==> config.mk <==
export PLATFORM = sky130hd
export DESIGN_NAME = histogram_scan_reader
export DESIGN_NICKNAME = d
export VERILOG_FILES = /design/src/rtl/histogram_scan_reader.sv
export SDC_FILE = /design/constraint.sdc
export NUM_CORES = 1
export LEC_CHECK = 0
export ABC_CLOCK_PERIOD_IN_PS = 2180
export BUFFER_PORTS_ARGS = -buffer_cell sky130_fd_sc_hd__buf_2
export CORE_ASPECT_RATIO = 0.9
export CORE_MARGIN = 4
export CORE_UTILIZATION = 51
export CTS_CLUSTER_DIAMETER = 200
export CTS_CLUSTER_SIZE = 16
export DETAILED_ROUTE_END_ITERATION = 16
export HOLD_SLACK_MARGIN = 0.06
export PLACE_DENSITY = 0.74
export SLEW_MARGIN = 30
export SYNTH_ARGS = -nofsm -noshare
export SYNTH_HDL_FRONTEND = slang
export SYNTH_SLANG_ARGS = --single-unit
==> constraint.sdc <==
create_clock -name clk -period 2.18 [get_ports clk]
set_clock_uncertainty 0.15 [all_clocks]
set_input_delay 0.436 -clock clk [delete_from_list [all_inputs] [get_ports clk]]
set_output_delay 0.436 -clock clk [all_outputs]
set_load 0.01 [all_outputs]
==> src/rtl/histogram_scan_reader.sv <==
// histogram_scan_reader: walks every histogram bin through a one-cycle
// latency read port, streams (bin, count) beats on a valid/ready interface,
// and publishes the mode bin and total population with a done pulse.
//
//   state | meaning
//   ------+------------------------------------------------------------
//   IDLE  | waiting for start; results of the last scan are held
//   READ  | read strobe issued for the current bin pointer
//   WAIT  | read data arrives; capture beat, update running max and sum
//   OUT   | beat presented; advance on handshake, or finish after last
//   DONE  | one-cycle done pulse; results already latched
module histogram_scan_reader #(
  parameter int DATA_SIZE  = 4,
  parameter int DATA_NUM   = 16,
  parameter int COUNT_SIZE = 5,
  parameter int TOTAL_SIZE = COUNT_SIZE + DATA_SIZE
) (
  input  logic                  clk,
  input  logic                  rstn,
  input  logic                  start,
  output logic                  busy,
  output logic                  hist_rd_en,
  output logic [DATA_SIZE-1:0]  hist_rd_addr,
  input  logic [COUNT_SIZE-1:0] hist_rd_data,
  output logic                  out_valid,
  input  logic                  out_ready,
  output logic [DATA_SIZE-1:0]  out_bin,
  output logic [COUNT_SIZE-1:0] out_count,
  output logic                  out_last,
  output logic                  done,
  output logic [DATA_SIZE-1:0]  mode_bin,
  output logic [COUNT_SIZE-1:0] mode_count,
  output logic [TOTAL_SIZE-1:0] total
);

  localparam logic [DATA_SIZE-1:0] LAST_BIN = DATA_SIZE'(DATA_NUM - 1);

  typedef enum logic [2:0] {IDLE, READ, WAIT, OUT, DONE} state_t;

  state_t                  state, state_next;
  logic [DATA_SIZE-1:0]    ptr;
  logic [COUNT_SIZE-1:0]   run_max;
  logic [DATA_SIZE-1:0]    run_mode;
  logic [TOTAL_SIZE-1:0]   run_sum;
  logic                    clear;
  logic                    capture;
  logic                    advance;
  logic                    load_result;

  // State register.
  always_ff @(posedge clk or negedge rstn) begin
    if (!rstn) state <= IDLE;
    else       state <= state_next;
  end

  // Next-state and decoded outputs/datapath controls.
  always_comb begin
    state_next   = state;
    busy         = 1'b0;
    hist_rd_en   = 1'b0;
    hist_rd_addr = '0;
    out_valid    = 1'b0;
    out_last     = 1'b0;
    done         = 1'b0;
    clear        = 1'b0;
    capture      = 1'b0;
    advance      = 1'b0;
    load_result  = 1'b0;
    case (state)
      IDLE: begin
        if (start) begin
          clear      = 1'b1;
          state_next = READ;
        end
      end
      READ: begin
        busy         = 1'b1;
        hist_rd_en   = 1'b1;
        hist_rd_addr = ptr;
        state_next   = WAIT;
      end
      WAIT: begin
        busy       = 1'b1;
        capture    = 1'b1;
        state_next = OUT;
      end
      OUT: begin
        busy      = 1'b1;
        out_valid = 1'b1;
        out_last  = (ptr == LAST_BIN);
        if (out_ready) begin
          if (ptr == LAST_BIN) begin
            // Results go out with the done pulse, so latch on entry to DONE.
            load_result = 1'b1;
            state_next  = DONE;
          end else begin
            advance    = 1'b1;
            state_next = READ;
          end
        end
      end
      DONE: begin
        busy       = 1'b1;
        done       = 1'b1;
        state_next = IDLE;
      end
      default: state_next = IDLE;
    endcase
  end

  // Pointer, running accumulators, registered beat and published results.
  always_ff @(posedge clk or negedge rstn) begin
    if (!rstn) begin
      ptr        <= '0;
      run_max    <= '0;
      run_mode   <= '0;
      run_sum    <= '0;
      out_bin    <= '0;
      out_count  <= '0;
      mode_bin   <= '0;
      mode_count <= '0;
      total      <= '0;
    end else begin
      if (clear) begin
        ptr      <= '0;
        run_max  <= '0;
        run_mode <= '0;
        run_sum  <= '0;
      end
      if (advance) ptr <= ptr + 1'b1;
      if (capture) begin
        out_count <= hist_rd_data;
        out_bin   <= ptr;
        run_sum   <= run_sum + TOTAL_SIZE'(hist_rd_data);
        // Strict compare: ties keep the earlier (lower) bin.
        if (hist_rd_data > run_max) begin
          run_max  <= hist_rd_data;
          run_mode <= ptr;
        end
      end
      if (load_result) begin
        mode_bin   <= run_mode;
        mode_count <= run_max;
        total      <= run_sum;
      end
    end
  end

endmodule

Yosys cells after proc, flatten, opt, wreduce, memory -nomap -nowiden
Index checks and enable logic that the tools add are counted.
{"block": "word_totals", "ff_bits": 52, "in_bits": 9, "output_inout_bits": 36, "elab_cells": 54}
{"block": "classes", "add_sub_neg": 2, "n_lt_le_gt_ge": 1, "eq_ne": 7, "mux": 29, "n_reduce_logical": 5}
{"cell": "2-to-1 mux 4 bit", "count": 6}
{"cell": "2-to-1 mux 9 bit", "count": 2}
{"cell": "2-to-1 mux 5 bit", "count": 3}
{"cell": "2-to-1 mux 1 bit", "count": 14}
{"cell": "one-hot mux 3 bit (4 select lines)", "count": 1}
{"cell": "adder 9 x 5 -> 9 bit", "count": 1}
{"cell": "2-to-1 mux 3 bit", "count": 3}
{"cell": "== test 3 x 2 -> 1 bit, second input constant", "count": 2}
{"cell": "greater-than comparator 5 bit", "count": 1}
{"cell": "adder 4 x 1 -> 4 bit, second input constant", "count": 1}
{"cell": "== test 4 bit, second input constant", "count": 1}
{"cell": "inequality test 2 bit, second input constant", "count": 2}
{"cell": "nonzero test 2 bit", "count": 2}
{"cell": "OR reduction 4 bit", "count": 1}
{"cell": "== test 3 x 1 -> 1 bit, second input constant", "count": 1}
{"cell": "== test 3 bit, second input constant", "count": 1}
{"cell": "logical NOT 3 bit", "count": 1}
{"cell": "AND reduction 2 bit", "count": 1}

Longest topological paths before layout
{"block": "logic_depth", "ltp_word": 5, "depth_mapped": 7, "depth_no_buf": 6}

Worst setup path after synthesis
OpenSTA, ideal clock, no wires.
{"block": "synth_path", "path_kind": "in2reg", "startpoint": "input hist_rd_data[0]", "endpoint": "register run_sum[6]", "arrival_time_ns": 1.765, "slack_ns": 0.186, "path_stages": 6, "path_buffers": 0, "path_cell_list": "ha_1 -> fa_1 -> a211oi_1 -> nor2_1 -> o211ai_1 -> mux2i_1"}
{"block": "synth_via", "elab_chain_cells": 2}
{"item": "start: declaration", "line_no": "24", "rtl": "input logic [COUNT_SIZE-1:0] hist_rd_data,"}
{"item": "adder 9 x 5 -> 9 bit", "line_no": "134", "rtl": "run_sum <= run_sum + TOTAL_SIZE'(hist_rd_data);"}
{"item": "2-to-1 mux 9 bit", "line_no": "131", "rtl": "if (capture) begin"}
{"item": "end signal: assignment", "line_no": "134"}
{"item": "end: declaration", "line_no": "44", "rtl": "logic [TOTAL_SIZE-1:0] run_sum;"}
No other way between the ends.
A chain may end at the register's enable or synchronous reset.

Worst setup path in the final report
{"block": "layout_path", "startpoint": "register ptr[1]", "endpoint": "output out_last"}
{"block": "layout_via", "elab_chain_cells": 2}
{"item": "start: declaration", "line_no": "41", "rtl": "logic [DATA_SIZE-1:0] ptr;"}
{"item": "start signal: assignment", "line_no": "130", "rtl": "if (advance) ptr <= ptr + 1'b1;"}
{"item": "== test 4 bit", "line_no": "90", "rtl": "out_last = (ptr == LAST_BIN);"}
{"item": "2-to-1 mux 1 bit", "line_no": "69", "rtl": "case (state)"}
{"item": "end: declaration", "line_no": "29", "rtl": "output logic out_last,"}
No other way between the ends.

==> flow_summary_export.csv <==
group,metric,value,unit
floorplanning,die_y,75.1,um
synthesis,ys_ff_latch,52,
synthesis,synth_fp_nets,228,
sta,fmax,483,MHz
worst_hold_path,worstHoldPathType,"in2reg",
floorplanning,num_rows,24,
synthesis,synth_cell_types,41,
cts,cts_made_buffers,5,
cells_and_area,drive_gt1_share,37.1,%
sta,slew_viol_final,0,
synthesis,syn_area,2550,um^2
synthesis,synthTopCellsByArea,"dfrtp_1 (51%), mux2_2 (7.9%), mux2i_1 (5.5%), ha_1 (5.4%), mux2_4 (5.3%)",
critical_path,r2r-start,"run_sum[0]",
floorplanning,fp.coreArea,4830,um^2
drt,dr.first_iter.drc_count,78,
power_and_ir_drop,leakage,1.63,nW
cts,clk_path_buf_depth,2,
cells_and_area,utilization,62.6,%
critical_path,start_kind,"flip-flop",
global_route,overflow,0,
job,cap_viol_max_count,0,
placement,pre_cts_slack,-0.0651,ns
cells_and_area,diodes,0,
cts,cts_setup_buffers,0,
synthesis,syn_inst,207,
floorplanning,io_pins,45,
drt,wire_per_inst,14.8,um
synthesis,yosysTopAreaCell,"dfrtp_1",
drt,final_antenna_net_count,0,
sta,whs,0.239,ns
drt,num_vias,1741,
placement,routabilityCongestion,0.840,
sta,slew_headroom,66.4,%
critical_path,cp_cell_sequence,"ha_2, and4_4, buf_2",
drt,route.detailed.drc,0,
power_and_ir_drop,p_per_area,1230,nW/um^2
drt,routed_via_density,5.29,
cts,tritoncts,"yes",
sta,hold_viol,0,
synthesis,ys_seq_area_share,51.0,%
cts,clock-sinks,52,
synthesis,synth_top_area_share,51.0,%
critical_path,path_class,"reg2out",
synthesis,yosysWarnings,0,
synthesis,avgSynthCellArea,12.3,um^2
worst_hold_path,hp-start,"hist_rd_data[0]",
critical_path,critPathTopFamily,"flip-flops",
cells_and_area,multi_input_area,1150,um^2
global_route,grt_max_degree,32,
critical_path,cpPeakStageDelay,0.49,ns
sta,setup_ws,0.110,ns
critical_path,cp.depth,3,
global_route,track_usage,17.9,%
worst_hold_path,hold-path-cell-count,2,
cells_and_area,area_growth,18.6,%
synthesis,ys.flop_type,"dfrtp_1",
critical_path,arrival,1.48,ns
synthesis,synthTopCellsByCount,"dfrtp_1 (52), mux2_2 (18), nand2_1 (17)",
drt,finalWirelength,4.87,mm
critical_path,cp_max_fo,7,
sta,fin_crit_sh,95.0,%
sta,worstMarginPinSlew,0.504,ns
sta,rsz0062_at_grt,"false",
cts,cts.clk_slew.worst_paths,0.09,ns
critical_path,ff2ff_path_depth,6,
placement,io_buffers,44,
cells_and_area,seq_area,1300,um^2
critical_path,setup.worst_path.end_class,"primary output",
critical_path,worstPathRequired,1.59,ns
placement,hpwl,3.57,mm
cts,cts_htree_levels,2,
synthesis,async_flop_share,100,%
global_route,antenna_found_initial,0,
floorplanning,initial_core_util,52.8,%
floorplanning,die_w,82.6,um
floorplanning,dieArea,6200,um^2
synthesis,synth_most_common_cell,"dfrtp_1",
critical_path,startpoint,"ptr[1]",
drt,drt-pass1-iter-count,4,
global_route,grt_pass1_wl,8.38,mm
cts,clock_latency,0.30,ns
cells_and_area,nFillCells,395,
global_route,first_global_vias,1732,
outcome,status,"completed",
power_and_ir_drop,peakVddDrop,511,uV
critical_path,slowest_stage,"dfrtp_1",
critical_path,critPathBufInv,1,
sta,setup_viol,0,
synthesis,synth_edf_count,0,
sta,period_minus_slack,2.07,ns
cts,clockRootBuffer,"clkbuf_8",
cells_and_area,nets,284,
routing by layer:
metal,part of all wire (%),vias to the layer above,global-route usage [%]
met5,0,-,0
met4,1.2,0,5.08
met3,3.5,5,4.43
met2,48,33,27.9
met1,47,857,24.9
li1,-,846,-
path summary, 6_finish.rpt:
kind / end / slack (ns)
worst max register to register: run_sum[8] / 0.18
worst min register to register: run_sum[8] / 0.35
max in group asynchronous: out_bin[3] / 0.87
worst max-delay path: out_last / 0.11
min in group asynchronous: mode_bin[2] / 0.48
worst min-delay path: out_count[0] / 0.24
timing repair:
action / in CTS / in global routing
gates resized for setup: 1 / 2
hold endpoints to repair: 21 / 0
gates cloned: 0 / 0
hold buffers: 1 / 0
endpoints found under the setup margin: 1 / 2
kinds of logic (layout without fill, tap and decap cells):
logic type	after synthesis	after routing	share of synthesized area (%)
adders and majority gates	12	12	6.18
DFF	52	52	51.0
xor gates and xnor gates	2	2	0.686
and+or+nand+nor	45	45	9.85
buffers and inverters	20	77	4.56
muxes	41	41	18.7
AOI/OAI and AO/OA	35	35	9.02
power breakdown:
group          internal [mW]  switching (mW)
clock network          0.405           0.311
registers               1.28           0.263
logic                  0.732           0.729
layout make-up:
cell class                      instances  share of cell area (%)
Tap cell                               65                    2.69
Multi-Input combinational cell        135                    37.9
Inverter                               14                    1.74
Clock buffer                            7                    3.18
Sequential cell                        52                    43.0
Timing Repair Buffer                   55                    10.5
Clock inverter                          1                   0.992
through the flow:
step	TNS [ns]	instance area, um^2	instances	power, mW
CTS	0	3020	329	3.74
finish	0	3030	329	3.72
detailed placement	-0.119	2880	320	3.02
global placement	0	2880	320	2.95
global route	0	3030	329	4.03
floorplan	0	2550	207	2.52
cells in the final DEF (no fill, tap or decap), types with 2 or more instances in the layout:
cell type and n:
a31oi_1 3, ha_1 10, a211oi_1 3, and2_1 5, dfrtp_1 52, a22o_1 3
o21ai_0 8, mux2_2 18, nand4_1 2, a21o_1 4, buf_2 44, inv_1 14
mux2i_1 14, buf_4 9, o2bb2ai_1 2, mux2_4 9, o211ai_1 4, nand2_1 17
nor2b_1 2, a21oi_1 5, clkbuf_8 7, nor2_1 7
flip-flops by register name, summed over array words and instances, names as in the netlist, 4 cells and up:
| name | flops |
|---|---|
| run_mode | 4 |
| out_bin | 4 |
| run_max | 5 |
| mode_count | 5 |
| total | 9 |
| run_sum | 9 |
| mode_bin | 4 |
| ptr | 4 |
| out_count | 5 |
worst reg2reg max path, stage by stage, from the launching register on:
cell and delay [ns]:
dfrtp_1 0.40, ha_1 0.22, fa_1 0.40, a211oi_2 0.24, nor2_1 0.10, o211ai_1 0.21
mux2i_1 0.20
Power figures use the tool's default switching activity.
